File: src/rtl/pn_result_bcd.sv
// pn_result_bcd
// Downstream stage of the Polish Notation evaluator. Signed 32-bit results
// arriving as a strobe burst are buffered in a small FIFO. Each result is
// then converted to sign plus 10 BCD digits by iterative shift-add-3
// (double dabble) and offered to the display/report logic over valid/ready.
//
// Ports:
//   clk        rising-edge system clock
//   rst_n      synchronous active-low reset
//   in_valid   result strobe, one result per high cycle, no backpressure
//   in_data    signed 32-bit result (two's complement)
//   out_valid  converted result available
//   out_ready  consumer accepts when out_valid && out_ready
//   out_neg    1 = result was negative
//   out_bcd    magnitude as 10 BCD digits, [39:36] most significant
//   out_ndig   significant digit count, 1..10 (zero counts as one digit)
//   ovf        sticky: a result was dropped because the FIFO was full
//   busy       FIFO non-empty or converter not idle
//
// DEPTH must be a power of two (>= 2) so the pointers wrap naturally.

module pn_result_bcd #(
   parameter int DEPTH = 4
) (
   input  logic        clk,
   input  logic        rst_n,
   input  logic        in_valid,
   input  logic [31:0] in_data,
   output logic        out_valid,
   input  logic        out_ready,
   output logic        out_neg,
   output logic [39:0] out_bcd,
   output logic [3:0]  out_ndig,
   output logic        ovf,
   output logic        busy
);

   localparam int AW = $clog2(DEPTH);
   localparam logic [AW:0] FULL_CNT = (AW+1)'(DEPTH);

   localparam logic [1:0] IDLE  = 2'd0;
   localparam logic [1:0] SHIFT = 2'd1;
   localparam logic [1:0] OUT   = 2'd2;

   logic [31:0]   fifoMem [DEPTH];
   logic [AW-1:0] wrPtr_q;
   logic [AW-1:0] rdPtr_q;
   logic [AW:0]   count_q;

   logic [1:0]    state_q;
   logic [1:0]    state_d;
   logic          neg_q;
   logic [31:0]   mag_q;
   logic [39:0]   bcd_q;
   logic [4:0]    shCnt_q;

   logic          outValid_q;
   logic          outNeg_q;
   logic [39:0]   outBcd_q;
   logic [3:0]    outNdig_q;
   logic          ovf_q;

   logic          pop;
   logic          full;
   logic          push;
   logic          drop;
   logic [31:0]   headData;
   logic [31:0]   headMag;
   logic [39:0]   bcdAdj;
   logic [39:0]   bcdShift;
   logic [3:0]    ndig;
   logic          lastShift;

   // FIFO control. A pop only happens when the idle converter picks up the
   // head entry, so a push into a full FIFO is still accepted when that pop
   // frees a slot in the same cycle.
   always_comb begin
      pop      = (state_q == IDLE) && (count_q != '0);
      full     = (count_q == FULL_CNT);
      push     = in_valid && (!full || pop);
      drop     = in_valid && full && !pop;
      headData = fifoMem[rdPtr_q];
      headMag  = headData[31] ? (~headData + 32'd1) : headData;
   end

   // One double-dabble step: correct every digit that would overflow past 9
   // when doubled, then shift the next magnitude bit into the BCD field.
   always_comb begin
      bcdAdj = bcd_q;
      for (int i = 0; i < 10; i++) begin
         if (bcd_q[4*i +: 4] >= 4'd5) begin
            bcdAdj[4*i +: 4] = bcd_q[4*i +: 4] + 4'd3;
         end
      end
      bcdShift  = {bcdAdj[38:0], mag_q[31]};
      lastShift = (shCnt_q == 5'd31);
   end

   // Digit count of the final BCD value: position of the highest non-zero
   // nibble, with an all-zero value still reported as one digit.
   always_comb begin
      ndig = 4'd1;
      for (int i = 0; i < 10; i++) begin
         if (bcdShift[4*i +: 4] != 4'd0) begin
            ndig = 4'(i + 1);
         end
      end
   end

   // Converter sequencing: pick up a result, run exactly 32 shift steps,
   // then hold the converted result until the consumer takes it.
   always_comb begin
      state_d = state_q;
      case (state_q)
         IDLE:    if (pop) state_d = SHIFT;
         SHIFT:   if (lastShift) state_d = OUT;
         OUT:     if (outValid_q && out_ready) state_d = IDLE;
         default: state_d = IDLE;
      endcase
   end

   // FIFO storage has no reset; the pointers and count alone decide which
   // entries are meaningful.
   always_ff @(posedge clk) begin
      if (push) begin
         fifoMem[wrPtr_q] <= in_data;
      end
   end

   // Pointer/count bookkeeping and the sticky overflow flag.
   always_ff @(posedge clk) begin
      if (!rst_n) begin
         wrPtr_q <= '0;
         rdPtr_q <= '0;
         count_q <= '0;
         ovf_q   <= 1'b0;
      end else begin
         if (push) wrPtr_q <= wrPtr_q + 1'b1;
         if (pop)  rdPtr_q <= rdPtr_q + 1'b1;
         if (push && !pop) begin
            count_q <= count_q + 1'b1;
         end else if (pop && !push) begin
            count_q <= count_q - 1'b1;
         end
         if (drop) ovf_q <= 1'b1;
      end
   end

   // Conversion datapath and output registers. The out_* fields are only
   // written when a conversion completes, so they keep their last value
   // while out_valid is low.
   always_ff @(posedge clk) begin
      if (!rst_n) begin
         state_q    <= IDLE;
         neg_q      <= 1'b0;
         mag_q      <= '0;
         bcd_q      <= '0;
         shCnt_q    <= '0;
         outValid_q <= 1'b0;
         outNeg_q   <= 1'b0;
         outBcd_q   <= '0;
         outNdig_q  <= '0;
      end else begin
         state_q <= state_d;
         case (state_q)
            IDLE: begin
               if (pop) begin
                  neg_q   <= headData[31];
                  mag_q   <= headMag;
                  bcd_q   <= '0;
                  shCnt_q <= '0;
               end
            end
            SHIFT: begin
               bcd_q   <= bcdShift;
               mag_q   <= {mag_q[30:0], 1'b0};
               shCnt_q <= shCnt_q + 5'd1;
               if (lastShift) begin
                  outValid_q <= 1'b1;
                  outNeg_q   <= neg_q;
                  outBcd_q   <= bcdShift;
                  outNdig_q  <= ndig;
               end
            end
            OUT: begin
               if (outValid_q && out_ready) begin
                  outValid_q <= 1'b0;
               end
            end
            default: begin
               outValid_q <= 1'b0;
            end
         endcase
      end
   end

   assign out_valid = outValid_q;
   assign out_neg   = outNeg_q;
   assign out_bcd   = outBcd_q;
   assign out_ndig  = outNdig_q;
   assign ovf       = ovf_q;
   assign busy      = (count_q != '0) || (state_q != IDLE);

endmodule

File: config.mk
export PLATFORM = sky130hd
export DESIGN_NAME = pn_result_bcd
export DESIGN_NICKNAME = d
export VERILOG_FILES = /design/src/rtl/pn_result_bcd.sv
export SDC_FILE = /design/constraint.sdc
export NUM_CORES = 1
export LEC_CHECK = 0
export CORE_UTILIZATION = 50
export DETAILED_ROUTE_END_ITERATION = 7
export PLACE_DENSITY = 0.8
export SLEW_MARGIN = 0
export SYNTH_ARGS = -nofsm -noshare
export SYNTH_HDL_FRONTEND = slang
export SYNTH_SLANG_ARGS = --single-unit
File: constraint.sdc
create_clock -name clk -period 3 [get_ports clk]
set_input_delay 0.3 -clock clk [delete_from_list [all_inputs] [get_ports clk]]
set_output_delay 0.3 -clock clk [all_outputs]
set_load 0.02 [all_outputs]
Word level (Yosys, flattened, before mapping)
Memory sizes are Yosys's and may differ from the RTL's. A register that Yosys moved wholly into a read port is not among the register bits.
Cells that the tools add are included.
Widths: inputs -> output; s select.

operators by class
  $add $sub $neg = 16
  $lt $le $gt $ge = 10
  equal/unequal tests = 7
  mux-type cells = 39
  bitwise logic cells = 2
  reduce and logical (&&, ||, !) cells = 31

operators with widths
  cell                   count
  $pmux 40 s2            1
  $mux 4                 17
  $mux 32                2
  $pmux 32 s2            1
  $ge 4x3->1 const B     10
  $mux 40                1
  $add 4x2->4 const B    9
  $reduce_bool 4->1      9
  $add 32x1->32 const B  1
  $not 32->32            1
  $mux 2                 6
  $pmux 5 s2             1
  $mux 3                 3
  $logic_and 1x1->1      7
  $ne 2x2->1 const B     3
  $pmux 2 s3             1
  $reduce_and 2->1       3
  $reduce_and 3->1       2
  $reduce_bool 2->1      3
  $add 5x1->5 const B    1
  $eq 5x5->1 const B     1
  $mux 5                 1
  $add 2x1->2 const B    2
  $mux 1                 4
  12 further kinds       15

storage, ports and cells
  bits in registers = 134
  RAM bits = 128
  input bits = 36
  output and inout bits = 48
  memories kept = 1

memories
  name     depth  bits a word  rd ports  clocked after Yosys merged registers in  write ports  line  RTL
  fifoMem  4      32           1         1                                        1            45    logic [31:0] fifoMem [DEPTH];

Logic depth before layout (Yosys ltp)
  word-level depth = 12
  mapped depth = 11
  depth with buffers taken out = 9

Worst setup path before layout
No wires, ideal clock.

  path type = register to register
  start point = reg with a tool-made name
  end point = reg mag_q[25]
  library setup time = 133 ps
  arrival = 2911 ps
  path slack = -44 ps
  stages on the path, launching flop included = 10
  path buffers = 2
  clock period less this slack = 3044 ps
  path through = dfxtp_1 -> buf_6 -> mux4_2 -> or4_4 -> or3_1 -> buf_6 -> or4_4 -> o31ai_4 -> xor2_1 -> o22ai_1

RTL lines
  what                  line  RTL
  to (signal assigned)  169   mag_q <= headMag;
  to (signal assigned)  176   mag_q <= {mag_q[30:0], 1'b0};
  to (decl)             53    logic [31:0] mag_q;

==> key figures <==
Cells and area
  – Most common cell after layout, fill and taps aside: dfxtp_1
  – Fillers: 1,772
  – Utilization after layout: 62.9%
  – Multi-input gate area: 4910 um2
  – Fraction of layout cells with a size suffix above 1: 15.3%
  – Most frequent cells in the layout: 134 x dfxtp_1, 128 x edfxtp_1, 83 x clkdlybuf4s50_1, 80 x nor2_1, 80 x a21oi_1
  – Layout area overhead: 22.3%
  – Sequential cell area: 6570 um2
  – Nets: 1,235
  – Diodes inserted: 0

Pwr
  – Clock network power share: 31.1%
  – Peak VDD IR: 0.570 mV
  – Leak: 4.86 nW
  – Combinational share of power: 29.0%
  – Net Switching: 3.34 mW
  – Pwr per Cell Area: 763 nW/um2
  – Internal: 7.63 mW
  – Flop pwr share: 39.8%
  – Sw Ratio: 30.4%

Timing
  – Max-slew violation count: 0
  – TNS Setup: -0.00685 ns
  – Hold Vio Cnt, Final: 0
  – Final WS setup: -0.00685 ns
  – Max Clock Freq: 0.333 GHz
  – Max-slew headroom: 51.4%
  – Worst Tran Pin Value: 0.726 ns
  – RSZ-0062 raised after global routing: true
  – Min cycle time layout: 3.01 ns
  – Final Cycle Share: 100%
  – Clock Skews: 0.00958 ns
  – Final setup vio count: 1

Synth
  – Synth top area share: 32.7%
  – Xor and xnor fraction of the mapped netlist area: 3.13%
  – Ranking of synthesized cells by area: edfxtp_1 33%, dfxtp_1 23%, mux4_2 5.0%
  – Flops & latches, synth: 264
  – EDFF count, synth: 128
  – Compound-gate portion of the synthesized area: 12.9%
  – Mapped Cells: 1,043
  – Synth async-reset ratio: 0%
  – Yosys cell types: 65
  – Main synth FF type: dfxtp_1
  – Biggest area consumer among synthesized cells: edfxtp_1
  – Multiplexer area fraction after synthesis: 7.72%
  – Yosys warning count: 0
  – Synth Area in Adders: 3.15%
  – Synthesized Nets: 1,108
  – Seq/Total Area, Yosys: 55.9%
  – Cell area after synthesis: 11,700 um2
  – Largest family of logic cells by synthesized area: simple AND/OR/NAND/NOR gates
  – Simple-Gate Fraction of Synth Area: 14.0%
  – Synthesized area per cell: 11.3 um2

Placement
  – I/O Buffers: 83
  – Hpwl dp: 16,500 um
  – RD Place Congestion: 0.828

Floorplan
  – Die height: 155 um
  – I/O pins: 84
  – Die Area: 24,100 um2
  – Die width: 155 um
  – Initial Util: 51.4%
  – Core area: 22,800 um2
  – FP Rows: 55

Routing
  – Drt first pass iters: 5
  – Vias: 8,498
  – DRT iter0 DRCs: 555
  – ANT nets after route: 0
  – Residual DRC count: 0
  – DR WL/cell: 16.9 um
  – WL final: 25,500 um
  – Via density: 5.65

Clocking
  – Worst-path clk slew: 0.06 ns
  – Sink Count: 264
  – CTS tree: yes
  – Clock root buffer: clkbuf_16
  – Latest clock arrival within the worst-skew pair: 0.53 ns
  – Cts bufs inserted: 28
  – H-tree Lvls: 1
  – Clock buffer depth: 3

GRT
  – Initial antenna violation count: 0
  – Vias in the first global route: 8,411
  – Global-route wire length before repair: 41,500 um
  – Largest net degree at the start of global routing: 87
  – Grt total ovfl: 0
  – Tot GR Track Use: 21.3%

Worst setup path
  – CP startpoint kind: flip-flop
  – Critical Path Sink Type: flip-flop
  – Setup CP Type: flip-flop to flip-flop
  – Crit path arrival time: 3.41 ns
  – Worst EP required: 3.40 ns
  – Critical Path Fanout Max: 5

Status
  – Failing checks: setup timing
  – Status: finished, violations left

Min path
  – Worst min path class: input pin to flip-flop

Flow run
  – Max-cap violations: 0
## Yosys cell counts (all sizes together) (2+ instances only)
cell,instances
a211oi,17
a21boi,17
a21oi,81
a221oi,4
a22o,5
a22oi,23
a31oi,15
and2,24
and3,5
buf,15
clkbuf,44
dfxtp,136
edfxtp,128
ha,28
inv,30
mux2,8
mux2i,10
mux4,31
nand2,80
nand2b,14
nand3,40
nand3b,2
nand4,6
nor2,83
nor2b,8
nor3,20
nor3b,19
nor4,6
nor4b,2
o211ai,2
o21ai,52
o22ai,8
o311ai,2
o31ai,7
o41ai,2
or3,6
or4,6
or4b,2
xnor2,31
xor2,11
## metal layers
metal / wire [um] / share of wire (%) / vias up / global-route usage, %
met5: 0 / 0 / - / 0
met4: 540 / 2.1 / 0 / 5.98
met3: 1420 / 5.6 / 49 / 3.43
met2: 12600 / 49 / 264 / 37.5
met1: 10900 / 43 / 4086 / 27.3
li1: - / - / 4099 / -
## metrics by stage
step / power, mW / cell area (um2) / worst slack [ns] / hold slack [ns] / cells
floorplan: 6.39 / 11800 / 0.00210 / 0.399 / 1043
global placement: 7.28 / 13200 / -0.0522 / 0.443 / 1440
detailed placement: 7.38 / 13200 / -0.138 / 0.446 / 1440
CTS: 10.9 / 14200 / -0.00769 / 0.377 / 1496
global route: 11.5 / 14400 / -0.102 / 0.396 / 1504
finish: 11.0 / 14400 / -0.00685 / 0.401 / 1504
## flip-flops by register name, indices dropped and copies added, names as in the netlist, named ones only
signal / count
ovf: 1
rdPtr_q: 2
state_q: 2
out_neg: 1
neg_q: 1
out_ndig: 4
wrPtr_q: 2
out_bcd: 40
shCnt_q: 5
count_q: 3
bcd_q: 40
fifoMem: 128
out_valid: 1
mag_q: 32
## power by group through the flow
stage	Clock [mW]	Sequential, mW	Combinational, mW
finish	3.41	4.37	3.18
global route	3.63	4.40	3.47
CTS	3.47	4.36	3.03
detailed placement	0	4.43	2.95
global placement	0	4.41	2.87
floorplan	0	4.35	2.04
## path summary, 6_finish.rpt
kind	from	endpoint	slack (ns)	cells after the start
min reg2reg	out_bcd[17]$_SDFFE_PN0P_	out_bcd[17]$_SDFFE_PN0P_	0.45	2
max reg2reg	flip-flop	mag_q[25]$_SDFFE_PN0P_	-0.007	8
min	in_data[12]	fifoMem[0][12]$_DFFE_PP_	0.40	1
max	flip-flop	mag_q[25]$_SDFFE_PN0P_	-0.007	8
## worst max-delay path, cell delays in order (launching register included)
cell	delay (ns)
dfxtp_4	0.39
buf_6	0.10
mux4_2	0.50
or4_4	0.57
or3_4	0.38
or4_4	0.47
o31ai_4	0.20
xor2_1	0.16
o22ai_1	0.09
## cells by family after synthesis
logic type | after synthesis
buf+inv | 89
xor+xnor | 42
flops | 264
compound gates | 244
fa+ha+maj | 29
simple gates | 326
mux | 49
## repair_timing
item	CTS	global route
buffers inserted	5	8
resized for setup	10	20
pin swaps	2	7
setup endpoints to repair	11	10
hold buffers	0	0
## cell type report
class | count | area share, %
Inverter | 30 | 0.784
Tap cell | 313 | 2.73
Sequential cell | 264 | 45.7
Clock buffer | 41 | 5.75
Clock inverter | 10 | 0.697
Timing Repair Buffer | 156 | 10.2
Multi-Input combinational cell | 690 | 34.2
Note: power is estimated with default switching activity, not from simulation.
